## src/rtl/serial_sub_pkg.sv

```systemverilog
// serial_sub_pkg: controller state encoding and default operand width.
package serial_sub_pkg;
  typedef enum logic [1:0] {IDLE = 2'd0, RUN = 2'd1, DONE = 2'd2} state_t;
  localparam int DEFAULT_WIDTH = 8;
endpackage

```

## src/rtl/serial_sub_cell.sv

```systemverilog
// serial_sub_cell: 1-bit full subtractor from two half-subtractor stages and a borrow OR.
module serial_sub_cell (
  input  logic a,
  input  logic b,
  input  logic bin,
  output logic d,
  output logic bout
);
  logic d1, b1, b2;
  assign d1 = a ^ b;
  assign b1 = ~a & b;
  assign d = d1 ^ bin;
  assign b2 = ~d1 & bin;
  assign bout = b1 | b2;
endmodule

```

## src/rtl/serial_sub_ctrl.sv

```systemverilog
// serial_sub_ctrl: bit-serial A-B, LSB first, one subtractor cell reused over WIDTH cycles.
// Define SERIAL_SUB_OVF_EN to add the registered signed-overflow output ovf.
module serial_sub_ctrl
  import serial_sub_pkg::*;
#(
  parameter int WIDTH = DEFAULT_WIDTH
) (
  input  logic             clk,
  input  logic             rst_n,
  input  logic             start,
  input  logic [WIDTH-1:0] a,
  input  logic [WIDTH-1:0] b,
  output logic             ready,
  output logic             busy,
  output logic             done,
  output logic [WIDTH-1:0] diff,
  output logic             borrow_out
`ifdef SERIAL_SUB_OVF_EN
  ,
  output logic             ovf
`endif
);
  localparam int CNT_W = $clog2(WIDTH + 1);
  state_t state, state_nxt;
  logic [WIDTH-1:0] a_sr, b_sr, res_nxt;
  // Only the upper WIDTH-1 result bits need storing; the last bit goes straight to diff.
  logic [WIDTH-1:1] res;
  logic [CNT_W-1:0] cnt;
  logic br, d, br_nxt, last;
  serial_sub_cell u_cell (.a(a_sr[0]), .b(b_sr[0]), .bin(br), .d(d), .bout(br_nxt));
  assign last = cnt == CNT_W'(WIDTH - 1);
  assign res_nxt = {d, res};
  assign ready = state == IDLE;
  assign busy = state == RUN;
  assign done = state == DONE;
  always_comb begin
    state_nxt = state == IDLE ? (start ? RUN : IDLE) :
                state == RUN  ? (last ? DONE : RUN) : IDLE;
  end
  always_ff @(posedge clk or negedge rst_n) begin
    if (!rst_n) state <= IDLE;
    else state <= state_nxt;
  end
`ifdef SERIAL_SUB_OVF_EN
  logic a_msb, b_msb;
  always_ff @(posedge clk or negedge rst_n) begin
    if (!rst_n) begin
      a_msb <= 1'b0;
      b_msb <= 1'b0;
      ovf <= 1'b0;
    end else if (ready && start) begin
      a_msb <= a[WIDTH-1];
      b_msb <= b[WIDTH-1];
    end else if (busy && last) ovf <= (a_msb ^ b_msb) & (a_msb ^ d);
  end
`endif
  always_ff @(posedge clk or negedge rst_n) begin
    if (!rst_n) begin
      a_sr <= '0;
      b_sr <= '0;
      res <= '0;
      cnt <= '0;
      br <= 1'b0;
      diff <= '0;
      borrow_out <= 1'b0;
    end else if (ready && start) begin
      a_sr <= a;
      b_sr <= b;
      cnt <= '0;
      br <= 1'b0;
    end else if (busy) begin
      a_sr <= a_sr >> 1;
      b_sr <= b_sr >> 1;
      res <= res_nxt[WIDTH-1:1];
      br <= br_nxt;
      cnt <= last ? cnt : cnt + CNT_W'(1);
      if (last) begin
        diff <= res_nxt;
        borrow_out <= br_nxt;
      end
    end
  end
endmodule

```

## config.mk

```make
export PLATFORM = sky130hd
export DESIGN_NAME = serial_sub_ctrl
export DESIGN_NICKNAME = d
export VERILOG_FILES = /design/src/rtl/serial_sub_pkg.sv /design/src/rtl/serial_sub_cell.sv /design/src/rtl/serial_sub_ctrl.sv
export SDC_FILE = /design/constraint.sdc
export NUM_CORES = 1
export LEC_CHECK = 0
export CORE_MARGIN = 1.5
export CORE_UTILIZATION = 47
export DETAILED_ROUTE_END_ITERATION = 10
export MAX_ROUTING_LAYER = met4
export PLACE_DENSITY = 0.79
export SYNTH_ARGS = -nofsm -noshare
export SYNTH_HDL_FRONTEND = slang
export SYNTH_HIERARCHICAL = 1
export SYNTH_SLANG_ARGS = --single-unit
```

## constraint.sdc

```tcl
create_clock -name clk -period 1.5 [get_ports clk]
set_input_delay 0.375 -clock clk [delete_from_list [all_inputs] [get_ports clk]]
set_output_delay 0.375 -clock clk [all_outputs]
set_load 0.005 [all_outputs]
```

Word-level counts from Yosys, hierarchy flattened
Index checks and enable logic that the tools add are counted.

Logic and storage cells: 40. Register bits: 39. Input port bits: 19.

Reduce and logical (&&, ||, !) cells: 6. Bitwise gates (word level): 8. Eq/ne operators: 4. Add/subtract/negate cells: 1. Multiplexer cells: 13.

Operator list (count): 8-bit 2-to-1 mux (4); 4-bit 2-to-1 mux (3); 2-bit 2-to-1 mux (3); 4-bit by 1-bit adder with 4-bit output, second input constant (1); 4-bit by 3-bit == test with 1-bit output, second input constant (1); 2-bit AND reduction (2); 1-bit 2-to-1 mux (3); 1-bit inverter (3); 3-bit AND reduction (1); 1-bit bitwise AND (2); 2-bit by 1-bit == test with 1-bit output, second input constant (1); 2-bit == test, second input constant (1); 2-bit zero test (1); 2-bit by 1-bit inequality test with 1-bit output, second input constant (1); 2-bit nonzero test (1); 1-bit XOR (2); 1-bit logical AND (1); 1-bit bitwise OR (1).

Longest topological paths before layout
Gate-level depths: netlist of the first run.

Depth in word-level cells: 6. Depth in mapped cells: 5. Depth with buffers taken out: 4.

By module
The synthesis of the first run kept the hierarchy.

By module, submodules not included: serial_sub_ctrl (sequential area each 975.9 sq um, cells each 156, area each 1829.3 sq um, times used 1); serial_sub_cell (sequential area each 0.0 sq um, cells each 4, area each 31.3 sq um, times used 1).

Least setup slack after synthesis of the first run
Ideal clock, no wire load.

Path kind: reg-to-reg. Start: register cnt[0]. End: register borrow_out. Cell stages (with the launch flop): 6. Data required time: 1375 ps. Slack: -37 ps. Library setup time: 125 ps. Data arrival time: 1412 ps. Cell sequence: dfrtp_1 ha_1 and3b_1 and2_4 buf_12 mux2_4.

Cells in the longest elaborated chain, start to end: 2.

RTL lines: start, declared (line serial_sub_ctrl.sv:28) `logic [CNT_W-1:0] cnt;`; start signal, assigned (line serial_sub_ctrl.sv:76) `cnt <= last ? cnt : cnt + CNT_W'(1);`; 4-bit by 3-bit == test with 1-bit output (line serial_sub_ctrl.sv:31) `assign last = cnt == CNT_W'(WIDTH - 1);`; 3-bit AND reduction (no source line); end signal, assigned (line serial_sub_ctrl.sv:79) `borrow_out <= br_nxt;`; end, declared (line serial_sub_ctrl.sv:17) `output logic borrow_out`.

No other way between the ends. A chain may end at the register's enable or synchronous reset.

Final worst setup path of the first run
Start: register state[1]. End: register cnt[1].

Cells in the longest elaborated chain, start to end: 4. Elaborated cells on any way between the ends: 7. Those cells by class: 2 x eq/ne; 1 x mux; 4 x reduce/logical.

RTL lines: start, declared (line serial_sub_ctrl.sv:24) `state_t state, state_nxt;`; start signal, assigned (line serial_sub_ctrl.sv:42) `else state <= state_nxt;`; 2-bit zero test (line serial_sub_ctrl.sv:33) `assign ready = state == IDLE;`; 1-bit logical AND (line serial_sub_ctrl.sv:66) `end else if (ready && start) begin`; 2-bit by 1-bit inequality test with 1-bit output (no source line) / 2-bit nonzero test (equally long branches); 2-bit AND reduction (no source line).

Several ways; a longest one is shown, not always the timed one.

==> run metrics, run 1 <==
asr flop ratio synth 100%; fin crit share 102%; vias in the first global route 1526; Cell Rows 22; commonest non-fill, non-tap cell in the layout dfrtp_1; clock power share approximately 18%; Layout area overhead 40.8%; DRC 0; clock root buffer master clkbuf_8; Seq pwr share 35.4%; initial DRC count 76; largest net degree at the start of global routing 23; CTS tree yes; total CTS buffers 5; GRT Total Usage between 20% and 30%; Maximum Capacitance Violations 0; Die X between 60 and 70 um; Main synth FF type dfrtp_1; mean area per synthesized cell 11.6 um^2; WHS -0.481 ps; pre-CTS WS -192 ps; EDFF count, synth 0; Max VDD drop 1.08 mV; Worst Path Arrival roughly 1700 ps; Tightest Pin Transition between 400 and 500 ps; wire length per cell 18.2 um; CP max stage cell dfrtp_2; PnR worst setup slack -32.3 ps; Sw Ratio 32.9%; Post-DP HPWL approximately 2800 um; largest delay contributor family on the critical path compound AO/OA/AOI/OAI gates; routed wire length 4900 um; Worst path most repeated cell buf_6; worst-path fanout max 4; Final Setup Violations 6; CP Cell Sequence buf_6, buf_6, buf_6, o21bai_4, and2_4, a311o_1; Crit path required time 1670 ps; outcome finished with violations; Inserted Diodes 0; Final min period around 1500 ps; area of the multi-input gates 848 um^2; CTS clk-pin slew, worst paths 80 ps; H-tree levels 2; crit end category register; Pint ~0.0034 W; failing checks hold timing, setup timing; syn_nets 181; Longest Clk Path Bufs 2; # placed instances between 200 and 250; Gate power share between 40% and 50%; Post-Synthesis Cells 160; Slew Limit Fails 0; Final GP Congestion 0.782; register area share after synthesis 52.5%; Num Clock Sinks 39; Die Span Y 65.9 um; Crit Path Class reg2reg; Yosys warning count 6; Layout Nets 241; area of the mapped netlist around 1900 um^2; pwr dens 1960 nW/um^2; Post-CTS Hold Fix Bufs 0; vias post-DR 1550; max incr delay on CP 440 ps; LEAKAGE ~1.2 nW; die area around 4300 um^2; Fmax approximately 650 MHz; antenna violations before repair 0; register area 977 um^2; # IOs 31; CP bufs+invs 3; Vias/cell 5.76; initial core utilization 49.7%; Final ANT Viol Nets 0; Synth Register Bits 39; Core Area 3740 um^2; Netlist cell types 30; share of cells above drive strength 1 34.4%; RSZ-0062 raised after global routing yes; 1st-pass router iterations 4; Fin Clk Skew 5.44 ps; NetSw 0.00169 W; relative slew slack 72.0%; PortBufs 30; fill cell count 260; most frequent cells in the layout dfrtp_1 (38), buf_4 (22), nor2b_1 (18); Post-Layout Cell Count 269; first-pass GRT wire length between 7000 and 8000 um; clk_lat worst skew 300 ps; global route total overflow 0; final hold vios 1; Hold Path Class in2async; CP Launch Type register
-- repair_timing --
action,CTS,global route
gates resized for setup,25,29
setup buffers,10,4
hold endpoints to repair,0,0
pin swaps,2,4
setup endpoints to repair,12,38
cloned,0,3
-- flip-flops by register name (all words and copies together) (netlist names) --
register	flops
res	7
b_sr	8
state	2
a_sr	8
cnt	4
borrow_out	1
br	1
diff	8
-- stage by stage --
stage	power, W	util, %	TNS, ps	hold WS, ps	instance area [um^2]
after floorplan	0.00298	-	0	79.4	1860
after global routing	0.00542	70.0	-704	20.7	2620
after detailed placement	0.00378	61.2	-2600	327	2290
final	0.00514	70.0	-76.3	-0.481	2620
after CTS	0.00483	67.2	-1360	9.46	2520
after global placement	0.00366	61.2	-1080	322	2290
-- area by class of cell --
type                            instances  area share [%]
Inverter                                3           0.430
Clock buffer                            6            3.15
Tap cell                               48            2.29
Clock inverter                          2            1.48
Sequential cell                        39            37.3
Timing Repair Buffer                   63            23.0
Multi-Input combinational cell        108            32.4
-- path summary, 6_finish.rpt --
| check | end | slack (ps) | from | cells past startpoint |
|---|---|---|---|---|
| min reg2reg | diff[1] | 520 | diff[1] | 1 |
| max | cnt[1] | -30 | state[1] | 6 |
| max reg2reg | cnt[1] | -30 | state[1] | 6 |
| max in group asynchronous | state[1] | 1040 | rst_n | 2 |
| min in group clk | diff[1] | 520 | diff[1] | 1 |
| min | diff[5] | -0.5 | rst_n | 1 |
-- Yosys cell counts (2+ instances only) --
master | number | area, um^2
inv_1 | 3 | 11.3
nor3_1 | 2 | 10.0
dfrtp_1 | 39 | 976
nor2b_1 | 20 | 125
buf_4 | 2 | 15.0
a21oi_1 | 17 | 85.1
a22o_1 | 2 | 17.5
o21ai_0 | 15 | 75.1
clkbuf_1 | 3 | 11.3
a22oi_1 | 14 | 105
mux2_2 | 8 | 90.1
nand3_1 | 3 | 15.0
mux2_4 | 9 | 135
buf_2 | 4 | 20.0
nand2_1 | 4 | 15.0
-- power by group through the flow --
stage               Combinational, W  Sequential, W  Clock (W)
floorplan                    0.00122        0.00176          0
CTS                          0.00209        0.00181   0.000935
global placement             0.00187        0.00180          0
global route                 0.00255        0.00188   0.000999
detailed placement           0.00195        0.00183          0
finish                       0.00238        0.00182   0.000937
-- cell families after synthesis --
family / synth area share, %
mux: 12.1
compound gates: 17.0
buf+inv: 4.77
fa+ha+maj: 1.75
flops: 52.5
simple gates: 11.9
-- routing by layer --
| metal | GRT usage [%] | routed length (um) | vias up |
|---|---|---|---|
| met5 | - | 0 | - |
| met4 | 8.59 | 161 | 0 |
| met3 | 5.45 | 279 | 18 |
| met2 | 37.5 | 2440 | 56 |
| met1 | 29.2 | 2010 | 780 |
| li1 | - | - | 696 |
Power figures use the tool's default switching activity.
==> run 2: changes to the inputs <==
Settings changed: SETUP_SLACK_MARGIN set to 0.2.
==> run 2 against run 1 <==
The run ends with setup timing left. Via count is 5.0% higher. Clock skew is 2.6 ps higher. Global-route usage is 4.3 points higher. Worst hold slack better by 100 ps. Clock-buffer cell count is 1 lower. Critical path depth stayed put. Sequential power is 3% higher. Critical endpoint is now borrow_out. Largest power group unchanged.
==> run metrics, run 2 (same netlist as run 1, synthesis figures left out) <==
outcome finished with violations; failing checks setup timing; Max VDD drop approximately 1.3 mV; Final Setup Violations 12; Core Area approximately 3700 um^2; CTS tree yes; PnR worst setup slack -43.9 ps; setup TNS -350 ps; GRT Total Usage 27.7%; global route total overflow 0; PortBufs 30; final hold vios 0; largest net degree at the start of global routing 40; Die X 65.9 um; design area 2840 um^2; share of cells above drive strength 1 ~55%; routed wire length 5710 um; Fin Clk Skew between 8 and 9 ps; DRC 0; wire length per cell 20.5 um; fill cell count 217; Layout area overhead 52.9%; Final ANT Viol Nets 0; Crit Path Class reg2reg; Layout Nets 251; Hold Path Class in2async; Fmax 648 MHz; die area roughly 4300 um^2; final core utilization 76.0%; Post-DP HPWL 2780 um; antenna violations before repair 0; CP bufs+invs 3; worst-path fanout max 5; Final min period 1540 ps; CP Launch Type register; largest delay contributor family on the critical path flip-flops; CP Cell Sequence buf_6, nor2b_4, buf_6, buf_6, and2_4, mux2_4; clk_lat worst skew 310 ps; max incr delay on CP 420 ps; initial core utilization 49.7%; pre-CTS WS -200 ps; fin crit share 103%; Worst path most repeated cell buf_6; Crit path required time between 1500 and 2000 ps; vias post-DR 1628; 1st-pass router iterations 4; RSZ-0062 raised after global routing yes; most frequent cells in the layout dfrtp_1 (38), buf_4 (28), nor2b_1 (18); pwr dens 1990 nW/um^2; Die Span Y ~66 um; commonest non-fill, non-tap cell in the layout dfrtp_1; # IOs 31; Cell Rows 22; first-pass GRT wire length 8510 um; CP max stage cell dfrtp_2; Longest Clk Path Bufs 2; Inserted Diodes 0; Num Clock Sinks 39; crit end category register; total CTS buffers 5; initial DRC count 175; Slew Limit Fails 0; DP Area 2280 um^2; Maximum Capacitance Violations 0; top flop regs a_sr: 8 flops, b_sr: 8 flops, diff: 8 flops; Post-CTS Hold Fix Bufs 0; Vias/cell a little under 6; H-tree levels 2; Tightest Pin Transition 498 ps; relative slew slack approximately 67%; Final GP Congestion slightly below 0.8; Worst Path Arrival 1740 ps; CTS clk-pin slew, worst paths 90 ps; LEAKAGE 1.26 nW; vias in the first global route 1657; clock root buffer master clkbuf_8
## run 2: cell count changes in the layout (fill, tap and decap cells not counted), moves of 4 or more
cell,previous run,this run
a21oi_1,16,1
a22oi_1,14,0
a22oi_2,0,14
a21oi_2,1,13
dlygate4sd2_1,9,0
buf_4,22,28
buf_6,6,10
clkbuf_2,3,7
## run 2: worst paths after layout
check / startpoint / endpoint / slack (ps) / cells past startpoint
worst max-delay path: state[1] / borrow_out / -40 / 6
worst min-delay path: rst_n / diff[4] / 100 / 2
worst max register to register: state[1] / borrow_out / -40 / 6
worst min register to register: res[1] / diff[0] / 520 / 1
max in group asynchronous: rst_n / state[1] / 1020 / 2
min in group clk: res[1] / diff[0] / 520 / 1
## run 2: cell type report
type / instances / area, um^2 / area share [%]
Tap cell: 48 / 60.1 / 2.11
Multi-Input combinational cell: 108 / 1040 / 36.4
Inverter: 3 / 11.3 / 0.396
Timing Repair Buffer: 73 / 643 / 22.6
Clock buffer: 5 / 68.8 / 2.42
Sequential cell: 39 / 977 / 34.4
Clock inverter: 3 / 47.5 / 1.67
## run 2: per-stage QoR
step,total power (W),std cells,hold slack [ps]
floorplan,0.00299,160,79.4
global placement,0.00364,245,447
detailed placement,0.00376,245,457
CTS,0.00521,274,123
global route,0.00593,279,151
finish,0.00566,279,104
## run 2: layer usage
layer | part of all wire [%] | track usage, % | up-vias | routed length (um)
met5 | 0 | - | - | 0
met4 | 3.0 | 14.8 | 0 | 172
met3 | 5.2 | 5.96 | 15 | 297
met2 | 51 | 43.4 | 66 | 2890
met1 | 41 | 33.7 | 836 | 2350
li1 | - | - | 711 | -
## run 2: where the power goes
part	leakage, nW	switching [W]	internal, W	total (W)
clock network	0.0587	0.000438	0.000505	0.000942
registers	0.490	0.000384	0.00149	0.00188
logic	0.711	0.00119	0.00166	0.00285
## run 2: repair_timing
| action | CTS | global route |
|---|---|---|
| pin swaps | 32 | 19 |
| setup endpoints to repair | 49 | 49 |
| cloned | 2 | 0 |
| gates resized for setup | 91 | 34 |
| buffers inserted | 19 | 5 |
